==> src/rtl/rr_queue_scheduler.sv <==
// Round-robin dequeue scheduler: picks the next non-empty queue after the last-served one
// and offers a registered grant over valid/ready, serving up to QUANTUM packets per turn.
module rr_queue_scheduler #(
   parameter int QUEUE_COUNT = 3,
   parameter int SEL_WIDTH   = $clog2(QUEUE_COUNT),
   parameter int QUANTUM     = 2,
   parameter int CNT_WIDTH   = $clog2(QUANTUM + 1)
) (
   input  logic                   clk,
   input  logic                   rst_n,
   input  logic                   enable,
   input  logic [QUEUE_COUNT-1:0] queue_valid,
   output logic                   grant_valid,
   input  logic                   grant_ready,
   output logic [SEL_WIDTH-1:0]   grant_index,
   output logic                   grant_last,
   output logic [SEL_WIDTH-1:0]   curr_ptr
);

   typedef enum logic [1:0] {
      IDLE   = 2'd0,
      GRANT  = 2'd1,
      SETTLE = 2'd2
   } state_t;

   state_t                 state;
   logic [CNT_WIDTH-1:0]   burst_cnt;
   logic [CNT_WIDTH-1:0]   burst_inc;
   logic [CNT_WIDTH-1:0]   cnt_sel;
   logic [QUEUE_COUNT-1:0] above_mask;
   logic [SEL_WIDTH-1:0]   search_idx;
   logic [SEL_WIDTH-1:0]   sel_idx;
   logic                   continue_burst;

   // Queues strictly above the last-served one get first pick in the rotation.
   generate
      for (genvar gi = 0; gi < QUEUE_COUNT; gi++) begin : g_above
         assign above_mask[gi] = queue_valid[gi] && (SEL_WIDTH'(gi) > curr_ptr);
      end
   endgenerate

   function automatic logic [SEL_WIDTH-1:0] lowest_set(input logic [QUEUE_COUNT-1:0] mask);
      logic [SEL_WIDTH-1:0] res;
      res = '0;
      for (int i = QUEUE_COUNT - 1; i >= 0; i--) begin
         if (mask[i]) res = SEL_WIDTH'(i);
      end
      return res;
   endfunction

   always_comb begin
      burst_inc      = burst_cnt + CNT_WIDTH'(1);
      continue_burst = (burst_cnt != '0) && queue_valid[curr_ptr];
      // With nothing above the pointer, the lowest valid queue overall wraps around,
      // leaving curr_ptr itself as the last candidate.
      search_idx     = (|above_mask) ? lowest_set(above_mask) : lowest_set(queue_valid);
      sel_idx        = continue_burst ? curr_ptr : search_idx;
      cnt_sel        = continue_burst ? burst_cnt : '0;
   end

   always_ff @(posedge clk or negedge rst_n) begin
      if (!rst_n) begin
         state       <= IDLE;
         grant_valid <= 1'b0;
         grant_index <= '0;
         grant_last  <= 1'b0;
         curr_ptr    <= SEL_WIDTH'(QUEUE_COUNT - 1);
         burst_cnt   <= '0;
      end else begin
         case (state)
            IDLE: begin
               if (enable && (|queue_valid)) begin
                  grant_index <= sel_idx;
                  grant_last  <= (cnt_sel == CNT_WIDTH'(QUANTUM - 1));
                  burst_cnt   <= cnt_sel;
                  grant_valid <= 1'b1;
                  state       <= GRANT;
               end
            end
            GRANT: begin
               if (grant_ready) begin
                  curr_ptr    <= grant_index;
                  burst_cnt   <= (burst_inc == CNT_WIDTH'(QUANTUM)) ? '0 : burst_inc;
                  grant_valid <= 1'b0;
                  grant_last  <= 1'b0;
                  state       <= SETTLE;
               end
            end
            // Bubble so queue_valid reflects the dequeue before the next decision.
            SETTLE: state <= IDLE;
            default: state <= IDLE;
         endcase
      end
   end

endmodule
==> config.mk <==
export PLATFORM = sky130hd
export DESIGN_NAME = rr_queue_scheduler
export DESIGN_NICKNAME = d
export VERILOG_FILES = /design/src/rtl/rr_queue_scheduler.sv
export SDC_FILE = /design/constraint.sdc
export NUM_CORES = 1
export LEC_CHECK = 0
export ABC_CLOCK_PERIOD_IN_PS = 1150
export CAP_MARGIN = 20
export CORE_AREA = 2 2 39 41
export DETAILED_ROUTE_END_ITERATION = 7
export DIE_AREA = 0 0 41 43
export PLACE_DENSITY = 0.67
export SLEW_MARGIN = 30
export SYNTH_ARGS = -nofsm -noshare
export SYNTH_HDL_FRONTEND = slang
export SYNTH_SLANG_ARGS = --single-unit
==> constraint.sdc <==
create_clock -name clk -period 1.15 [get_ports clk]
set_clock_uncertainty 0.1 [all_clocks]
set_input_delay 0.23 -clock clk [delete_from_list [all_inputs] [get_ports clk]]
set_output_delay 0.23 -clock clk [all_outputs]
set_load 0.05 [all_outputs]
## Word level (Yosys, flattened, before mapping)

Cells that the tools add are included.

- Flip-flop bits (word level): 10
- Input port bits: 7
- Word-level logic and storage cells: 53

- Add/subtract/negate cells: 1
- $lt $le $gt $ge: 4
- Eq/ne operators: 5
- Multiplexer cells: 23
- Reduce and logical (&&, ||, !) cells: 14

Operators by type and width:

| cell | number |
|---|---|
| $mux 2 | 14 |
| $pmux 2 s2 | 2 |
| $reduce_and 2->1 | 3 |
| $reduce_or 3->1 | 2 |
| $logic_and 1x1->1 | 5 |
| $eq 2x1->1 const B | 2 |
| $gt 1x2->1 const A | 2 |
| $mux 1 | 4 |
| $ne 2x2->1 const B | 2 |
| $pmux 1 s2 | 2 |
| $reduce_bool 2->1 | 2 |
| $lt 2x3->1 const B | 1 |
| $reduce_and 3->1 | 1 |
| $add 2x1->2 const B | 1 |
| $bmux 1 s2 | 1 |
| $eq 2x2->1 const B | 1 |
| $gt 2x2->1 const A | 1 |
| $logic_not 2->1 | 1 |

## Depth between registers and ports, before layout

- Depth after elaboration: 7
- Mapped depth: 4

## Least setup slack after synthesis

Ideal clock, no wire load.

- Path type: reg-to-reg
- Start point: register curr_ptr[0]
- End point: register grant_index[0]
- Setup time: 0.082 ns
- Arrival: 1.376 ns
- Slack: -0.408 ns
- Cell stages (with the launch flop): 5
- Clock period less this slack: 1.558 ns
- Cell sequence: dfrtp_1 mux2i_1 nor3_1 nand4bb_1 a31oi_1

- Word-level cells in the longest chain between the ends: 6
- Elaborated cells on any way between the ends: 14
- Classes of those cells: 3 x order compare; 6 x mux; 5 x reduce/logical

Ends and longest elaborated chain:

| what | line | RTL |
|---|---|---|
| start, declared | 17 | `output logic [SEL_WIDTH-1:0] curr_ptr` |
| start signal, assigned | 67 | `curr_ptr <= SEL_WIDTH'(QUEUE_COUNT - 1);` |
| start signal, assigned | 82 | `curr_ptr <= grant_index;` |
| $gt 1x2->1 | 38 | `assign above_mask[gi] = queue_valid[gi] && (SEL_WIDTH'(gi) > curr_ptr);` |
| $logic_and 1x1->1 | 38 |  |
| $mux 2 (2 in a row) | 46 | `if (mask[i]) res = SEL_WIDTH'(i);` |
| $mux 2 | 56 | `search_idx = (\|above_mask) ? lowest_set(above_mask) : lowest_set(queue_valid);` |
| $mux 2 * | 57 | `sel_idx = continue_burst ? curr_ptr : search_idx;` |
| end signal, assigned | 73 | `grant_index <= sel_idx;` |
| end, declared | 15 | `output logic [SEL_WIDTH-1:0] grant_index,` |

Mark *: on every way between the ends. The rest lies on a longest branch, timed or not. The select of a mux whose other input is x is not followed.
A chain may end at the register's enable or synchronous reset.

## Worst setup path after layout

- Start point: register curr_ptr[1]
- End point: output curr_ptr[1]

No word-level cell between the ends.

==> impl_metrics.tcl <==
set metrics [dict create \
    start_util_pct 36.17 \
    synthArstFlopShare_pct 100.0 \
    r2r_start "curr_ptr[1]" \
    grt_use_total_pct 20.43 \
    num-fill-cells 109 \
    drv_slew 0 \
    setup_tns_ns -1.788 \
    syn-cell-area_um2 500.5 \
    ys_seq_area_share_pct 50.25 \
    via_count 536 \
    setup_viol 13 \
    final.min_clock_period_ns 1.451 \
    max_freq_ghz 0.6894 \
    dieArea_um2 1763 \
    post-place-ws_ns -0.5104 \
    final-instance-count-excl-fill 98 \
    use_met1_pct 27.09 \
    worstPathArrival_ns 1.12 \
    synth_top_area_share_pct 45.00 \
    synth_top_cell_by_area "dfrtp_1" \
    die_w_um 41 \
    p_leak_nw 0.3957 \
    pwr_density_cell_nw_per_um2 2731 \
    drtIter0Drc 6 \
    grt_util_met3_pct 4.712 \
    cts_made_buffers 3 \
    placedCellCount 88 \
    cts_sinks 10 \
    cp_num_buf_inv 2 \
    finalCritPeriodShare_pct 126.1 \
    cts_tree "yes" \
    fp.dieH_um 43 \
    grt-ovfl-total 0 \
    nets 90 \
    h-tree-depth 1 \
    hold_viol_final 0 \
    synth-simple-area-share_pct 29.50 \
    rr_worst_depth 5 \
    cp_top_family "flip-flops" \
    synth_xor_xnor_area_share_pct 0 \
    crit_start "curr_ptr[1]" \
    ioPinCount 13 \
    avgSynthCellArea_um2 10.01 \
    drc 0 \
    clockRootBuffer "clkbuf_4" \
    worst-path-stages 2 \
    vias_per_cell 5.469 \
    hold_path.class "in2async" \
    yosysUniqueCellTypes 24 \
    antenna_found_initial 0 \
    syn-num-nets 57 \
    detail-route-antenna-nets 0 \
    critPathLaunchType "register" \
    yosys_warnings 0 \
    cp-end-kind "output pin" \
    cpMaxStageDelayCell "dfstp_4" \
    grt_util_met2_pct 30.31 \
    io_buffers 12 \
    synthAdderAreaFrac_pct 0 \
    relSlewSlack_pct 81.23 \
    worstPathMaxFanout 4 \
    status "finished, violations left" \
    crit_path_max_incr_delay_ns 0.64 \
    areaGrowthSynthToFinish_pct 80.75 \
    diodes 0 \
    rsz0062_at_grt "yes" \
    dr.pass1.iters 4 \
    cp.required_ns 0.82 \
    syn_inst 50 \
    synthMuxAreaShare_pct 2.000 \
    insertion_delay_ns 0.26 \
    design.core.area_um2 1384 \
    max-cap-violations 0 \
    grt_pass1_vias 532 \
    path_clk_slew_ns 0.07 \
    dp.final_hpwl_um 976.5 \
    rows 14 \
    cts_max_path_buffers 2 \
    synth_top_family_by_area "simple AND/OR/NAND/NOR gates" \
    critical_path_class "reg2out" \
    violations "setup timing" \
    place.gp.congestion 0.8224 \
    setup_slack_ns -0.3006 \
    synth-edff-count 0 \
    grt_first_pass_wirelength_mm 2.366 \
    ys_seq_elements 10 \
    final_layout_size_suffix_gt1_share_pct 47.56 \
    p_total_w 0.002471 \
    synth-compound-area-share_pct 16.75 \
    layout_common_cells "buf_4 (13), dfrtp_1 (7), nand2_1 (6), buf_12 (6), nand3b_1 (4)" \
    synth_ff_type "dfrtp_1" \
    grt_max_degree 11 \
    routedWlPerCell_um 14.70 \
    synth.top_cells.by_area "dfrtp_1 (45%), nand2_1 (6.0%), nand3b_1 (6.0%)" \
    worst_pin_slew_ns 0.2806 \
    grt_most_used_layer "met2" \
    final_common_cell "buf_4" \
    path_cells "buf_6 > buf_12" \
    ir_drop_mv 1.786 \
    routed_wl_mm 1.441 \
    hold_buffers 0 \
]
==> through the flow <==
stage,cell area [µm²],hold WS [ns],util [%]
finish,904.6,0.1499,65.37
global route,904.6,0.1598,65.37
CTS,887.1,0.1469,64.10
detailed placement,789.5,0.4318,57.05
global placement,789.5,0.4229,57.05
floorplan,514.2,-0.1656,-
==> state kept, by name, summed over array words and instances (netlist names) <==
name	count
grant_index	2
state	2
burst_cnt	2
grant_last	1
grant_valid	1
curr_ptr	2
==> area by class of cell <==
type                    count  area, µm²  share of cell area (%)
repair buffers             28      307.8                   34.02
multi-input cells          38      282.8                   31.26
flip-flops and latches     10      257.7                   28.49
clock buffers               4      26.28                   2.905
well taps                  16      20.02                   2.213
inverters                   2      10.01                   1.107
==> path summary, 6_finish.rpt <==
path | endpoint | slack (ns)
max in group asynchronous | curr_ptr[1] | 0.58
worst min-delay path | grant_valid | 0.15
worst min register to register | curr_ptr[0] | 0.45
worst max-delay path | curr_ptr[1] | -0.30
worst max register to register | grant_index[1] | -0.27
min in group clk | curr_ptr[0] | 0.45
==> metal layers <==
metal  up-vias  share of wire (%)
met1       267                 43
met4         0                1.0
met3         4                4.1
li1        248                  -
met2        17                 52
met5         -                  0
==> timing repair <==
action / CTS / global route
gates cloned: 0 / 0
endpoints found under the setup margin: 15 / 16
buffers inserted: 6 / 0
pin swaps: 4 / 6
gates resized for setup: 10 / 6
==> cell usage after synthesis (2+ instances only) <==
cell / number
dfrtp_1: 9
inv_1: 2
nand2_1: 8
nand3b_1: 4
nor2_1: 4
nor2b_1: 2
o21ai_0: 2
o21ai_1: 3
==> kinds of logic after synthesis <==
| logic type | after synthesis |
|---|---|
| AND/OR/NAND/NOR | 25 |
| AO/OA/AOI/OAI | 12 |
| flip-flops | 10 |
| buffers and inverters | 2 |
| multiplexers | 1 |
==> report_power, final <==
group / switching (W) / internal (W) / total [W]
clock: 0.000122 / 0.000134 / 0.000256
sequential: 0.000160 / 0.000509 / 0.000669
combinational: 0.000758 / 0.000787 / 0.00155
(Power assumes the default switching activity.)
